**config.mk**
```make
export PLATFORM = sky130hd
export DESIGN_NAME = fact_core
export DESIGN_NICKNAME = d
export VERILOG_FILES = /design/src/rtl/fact_core.sv
export SDC_FILE = /design/constraint.sdc
export NUM_CORES = 1
export LEC_CHECK = 0
export CORE_AREA = 2 2 124 126
export DETAILED_ROUTE_END_ITERATION = 8
export DIE_AREA = 0 0 126 128
export GPL_TIMING_DRIVEN = 0
export PLACE_DENSITY = 0.89
export SLEW_MARGIN = 20
export SYNTH_ARGS = -nofsm -noshare
export SYNTH_HDL_FRONTEND = slang
export SYNTH_SLANG_ARGS = --single-unit
```
**constraint.sdc**
```tcl
create_clock -name clk -period 11.1 [get_ports clk]
set_input_delay 2.775 -clock clk [delete_from_list [all_inputs] [get_ports clk]]
set_output_delay 2.775 -clock clk [all_outputs]
set_load 0.02 [all_outputs]
```
**src/rtl/fact_core.sv**
```systemverilog
// fact_core: iterative factorial engine.
// Accepts an operand on a one-cycle go pulse and computes n! with one DW-bit
// multiply per cycle. Operands above MAX_N are rejected at once with err/done.
// Results and status hold in FIN until the next accepted go or a reset.
module fact_core #(
    parameter int NW    = 8,
    parameter int DW    = 32,
    parameter int MAX_N = 12
) (
    input  logic          clk,
    input  logic          rst,            // synchronous, active-low
    input  logic          go,
    input  logic [NW-1:0] n,
    output logic          busy,
    output logic          done,
    output logic          err,
    output logic [DW-1:0] factorial_out
);

    typedef enum logic [1:0] {
        IDLE = 2'd0,
        MULT = 2'd1,
        FIN  = 2'd2
    } state_t;

    state_t        state_q, state_d;
    logic [NW-1:0] cnt_q,   cnt_d;
    logic [DW-1:0] prod_q,  prod_d;
    logic          busy_q,  busy_d;
    logic          done_q,  done_d;
    logic          err_q,   err_d;
    logic [DW-1:0] out_q,   out_d;

    // Operand range check is unsigned over the full operand width.
    logic          n_too_big;
    // Running product times counter, truncated to the result width.
    logic [DW-1:0] mul_w;
    // Counter has reached the last factor (covers 0! and 1! as well).
    logic          cnt_last;

    assign n_too_big = (n > NW'(MAX_N));
    assign mul_w     = prod_q * DW'(cnt_q);
    assign cnt_last  = (cnt_q <= NW'(1));

    // Next-state and registered-output computation; every path holds by default.
    always_comb begin
        state_d = state_q;
        cnt_d   = cnt_q;
        prod_d  = prod_q;
        busy_d  = busy_q;
        done_d  = done_q;
        err_d   = err_q;
        out_d   = out_q;

        case (state_q)
            IDLE, FIN: begin
                if (go) begin
                    done_d = 1'b0;
                    err_d  = 1'b0;
                    out_d  = '0;
                    if (n_too_big) begin
                        // Rejected operand: report immediately, never go busy.
                        err_d   = 1'b1;
                        done_d  = 1'b1;
                        busy_d  = 1'b0;
                        state_d = FIN;
                    end else begin
                        cnt_d   = n;
                        prod_d  = DW'(1);
                        busy_d  = 1'b1;
                        state_d = MULT;
                    end
                end
            end
            MULT: begin
                // go is ignored here; operand is not resampled.
                if (cnt_last) begin
                    out_d   = prod_q;
                    done_d  = 1'b1;
                    busy_d  = 1'b0;
                    state_d = FIN;
                end else begin
                    prod_d = mul_w;
                    cnt_d  = cnt_q - NW'(1);
                end
            end
            default: begin
                // Unreachable encoding: recover to IDLE without a result.
                busy_d  = 1'b0;
                state_d = IDLE;
            end
        endcase
    end

    // State and datapath registers with synchronous active-low reset.
    always_ff @(posedge clk) begin
        if (!rst) begin
            state_q <= IDLE;
            cnt_q   <= '0;
            prod_q  <= '0;
            busy_q  <= 1'b0;
            done_q  <= 1'b0;
            err_q   <= 1'b0;
            out_q   <= '0;
        end else begin
            state_q <= state_d;
            cnt_q   <= cnt_d;
            prod_q  <= prod_d;
            busy_q  <= busy_d;
            done_q  <= done_d;
            err_q   <= err_d;
            out_q   <= out_d;
        end
    end

    assign busy          = busy_q;
    assign done          = done_q;
    assign err           = err_q;
    assign factorial_out = out_q;

endmodule

```
==> out/metrics.csv <==
stage,metric,value,unit
logic_synthesis,Synth cell types,60,
timing,TNS Setup,0,ns
placed_design,IO buf count,44,
clock_network,post-CTS setup buffer count,0,
timing,final hold violation count,0,
finish,synthesis-to-finish area growth,9.75,%
global_route,GRT Util Overall,34.0,%
setup_path,Crit. End Element,flop,
timing,Final Critical Period,6.13,ns
timing,RSZ-0062 raised after global routing,false,
floorplanning,Row Count,45,
detailed_routing,"wirelength, routed",26200,microns
setup_path,Worst Path Required,11.38,ns
global_route,vias in the first global route,8614,
worst_hold_path,Hold Path Class,reg -> reg,
logic_synthesis,synthesized area,9830,sq um
logic_synthesis,sequential area share after synthesis,15.5,%
logic_synthesis,Synth async-reset ratio,0,%
logic_synthesis,Synth Register Bits,76,
detailed_routing,Iter 0 DRT Violations,808,
global_route,GRT overflow,0,
floorplanning,I/O pin count,46,
logic_synthesis,largest area contributor in the netlist,fa_1,
detailed_routing,via count,8304,
clock_network,TritonCTS clock tree,built,
setup_path,kind of critical path,reg -> reg,
floorplanning,CORE AREA,14900,sq um
finish,layout cells sized above 1,3.87,%
clock_network,Num CTS Buffers,9,
logic_synthesis,top-area cell type share of the netlist area,31.8,%
setup_path,Worst EP arrival,6.41,ns
finish,Final Core Density,72.6,%
timing,Slew Limit Fails,0,
global_route,largest net degree at the start of global routing,16,
clock_network,CTS H-Tree Depth,3,
floorplanning,Die Wd,126,microns
timing,Setup WS post-layout,4.97,ns
logic_synthesis,number of flops mapped to enable cells by yosys,0,
power_and_ir_drop,pwr dens,54.5,nW/um^2
placed_design,routability cong.,0.865,
floorplanning,Initial Utilization,66.2,%
timing,fmax,163,MHz
clock_network,"Clk pin slew, worst setup/hold paths",0.06,ns
logic_synthesis,number of cells produced by synthesis,1130,
clock_network,Sink Count,76,
power_and_ir_drop,Tot Pwr,0.588,mW
flow_run,Max-Cap Viols,0,
setup_path,Critical Path Start Type,flop,
power_and_ir_drop,P_leak,5.03,nW
placed_design,Placement Setup Slack,5.22,ns
finish,layout net count,1394,
power_and_ir_drop,Max IR drop VDD,0.0732,mV
placed_design,HPWL Detailed,20100,microns
detailed_routing,Antenna Violating Nets Remaining,0,
timing,Tcrit/Tclk final,55.2,%
logic_synthesis,synth warn,0,
timing,clock skew,0.0108,ns
clock_network,root buffer cell,clkbuf_16,
finish,Fillers,1076,
logic_synthesis,"top cells by area, synth","fa_1, dfxtp_1, and2_1, ha_1, inv_1",
global_route,initial antenna violation count,0,
clock_network,clk_lat worst skew,0.35,ns
global_route,first-pass GRT wire length,43100,microns
timing,Max-slew headroom,52.9,%
logic_synthesis,prevailing post-synth register cell,dfxtp_1,
detailed_routing,# DRC,0,
floorplanning,die height,128,microns
logic_synthesis,syn_area_per_cell,8.70,sq um
clock_network,Max Root-Sink Buffers,2,
detailed_routing,Routed WL per cell,19.0,microns
run_status,outcome,finished clean,
clock_network,hold buffer count at CTS,0,
detailed_routing,drt first pass iters,5,
floorplanning,Die Footprint,16100,sq um
setup_path,Crit Path Max Fanout,10,
timing,"Setup violations, final",0,
detailed_routing,vias per cell,6.03,
logic_synthesis,syn_nets,1339,
timing,Min Hold Slack,0.464,ns
timing,Worst-Margin Slew,0.707,ns
clock_network,post_cts resized,0,
finish,diode count,0,
[critical path, cell delays in order (launching register included)]
cell	delay, ns
dfxtp_1	0.46
clkbuf_1	0.50
clkbuf_1	0.53
and2_1	0.23
fa_1	0.44
fa_1	0.51
fa_1	0.50
inv_1	0.05
fa_1	0.47
inv_1	0.04
ha_1	0.37
and2_2	0.21
o2111ai_1	0.18
a31oi_2	0.35
o21ai_2	0.21
o21ai_2	0.27
a31oi_1	0.15
or4_1	0.49
nand3_1	0.10
[placed cells by master, fill, tap and decap left out, drive strengths merged, types with 3 or more instances in the layout]
cell type      count
a21oi             31
nand2            123
buf               19
clkdlybuf4s50     44
nand3             55
a211oi             4
xor2              14
nand3b             3
and2             190
dfxtp             76
nor2b             13
o211ai             3
a31oi              6
clkbuf            60
nor4               3
o21bai             6
and3               5
a21o              18
o21ai             37
ha                42
nor2              18
a21boi            46
a22oi              3
o21a               6
a221oi             3
inv              143
fa               156
xnor2             18
a211o              5
nor3              10
nand2b             5
[path summary, 6_finish.rpt]
check / end / cells past startpoint / start / slack (ns)
min reg2reg: factorial_out[15] / 2 / factorial_out[15] / 0.46
max reg2reg: prod_q[30] / 18 / cnt_q[4] / 4.97
max: prod_q[30] / 18 / cnt_q[4] / 4.97
min: factorial_out[15] / 2 / factorial_out[15] / 0.46
[cells in the mapped netlist (14+ instances only)]
| cell | count |
|---|---|
| o21ai_0 | 34 |
| ha_1 | 42 |
| inv_1 | 139 |
| a21o_1 | 18 |
| a21oi_1 | 30 |
| xnor2_1 | 18 |
| and2_1 | 187 |
| nand2_1 | 122 |
| a21boi_0 | 45 |
| nor2_1 | 18 |
| nand3_1 | 55 |
| clkbuf_1 | 51 |
| fa_1 | 156 |
| xor2_1 | 14 |
| dfxtp_1 | 76 |
[flip-flops by register name, indices dropped and copies added, names as in the netlist]
register and cells:
factorial_out 32, prod_q 32, cnt_q 8, state_q 2
done 1, err 1
[metrics by stage]
stage	instance area, sq um	instances
after floorplan	9830	1130
after global placement	10500	1362
after detailed placement	10500	1362
after CTS	10800	1378
after global routing	10800	1378
final	10800	1378
[cell type report]
| type | count | area, sq um | area share [%] |
|---|---|---|---|
| multi-input cells | 845 | 7460 | 69.2 |
| flip-flops and latches | 76 | 1520 | 14.1 |
| inverters | 139 | 522 | 4.83 |
| repair buffers | 44 | 440 | 4.08 |
| plain buffers | 70 | 327 | 3.03 |
| well taps | 188 | 235 | 2.18 |
| clock buffers | 9 | 225 | 2.09 |
| clock inverters | 7 | 57.6 | 0.533 |
[cell families after synthesis]
family | Yosys count | synth area share [%]
buffers and inverters | 209 | 8.63
and+or+nand+nor | 435 | 23.5
xor gates and xnor gates | 32 | 2.85
adders and majority gates | 198 | 37.1
DFF | 76 | 15.5
muxes | 1 | 0.102
AOI/OAI and AO/OA | 179 | 12.4
[report_power, final]
| group | switching (mW) | internal [mW] |
|---|---|---|
| registers | 0.000979 | 0.274 |
| logic | 0.0190 | 0.0105 |
| clock network | 0.129 | 0.155 |
[per-layer routing]
metal	vias up	track usage (%)	routed length, microns
li1	3684	-	-
met1	4050	43.3	9790
met2	442	56.1	12600
met3	128	6.80	2390
met4	0	16.4	1360
met5	-	0	0
No activity file was read; power rests on OpenSTA's default activity.
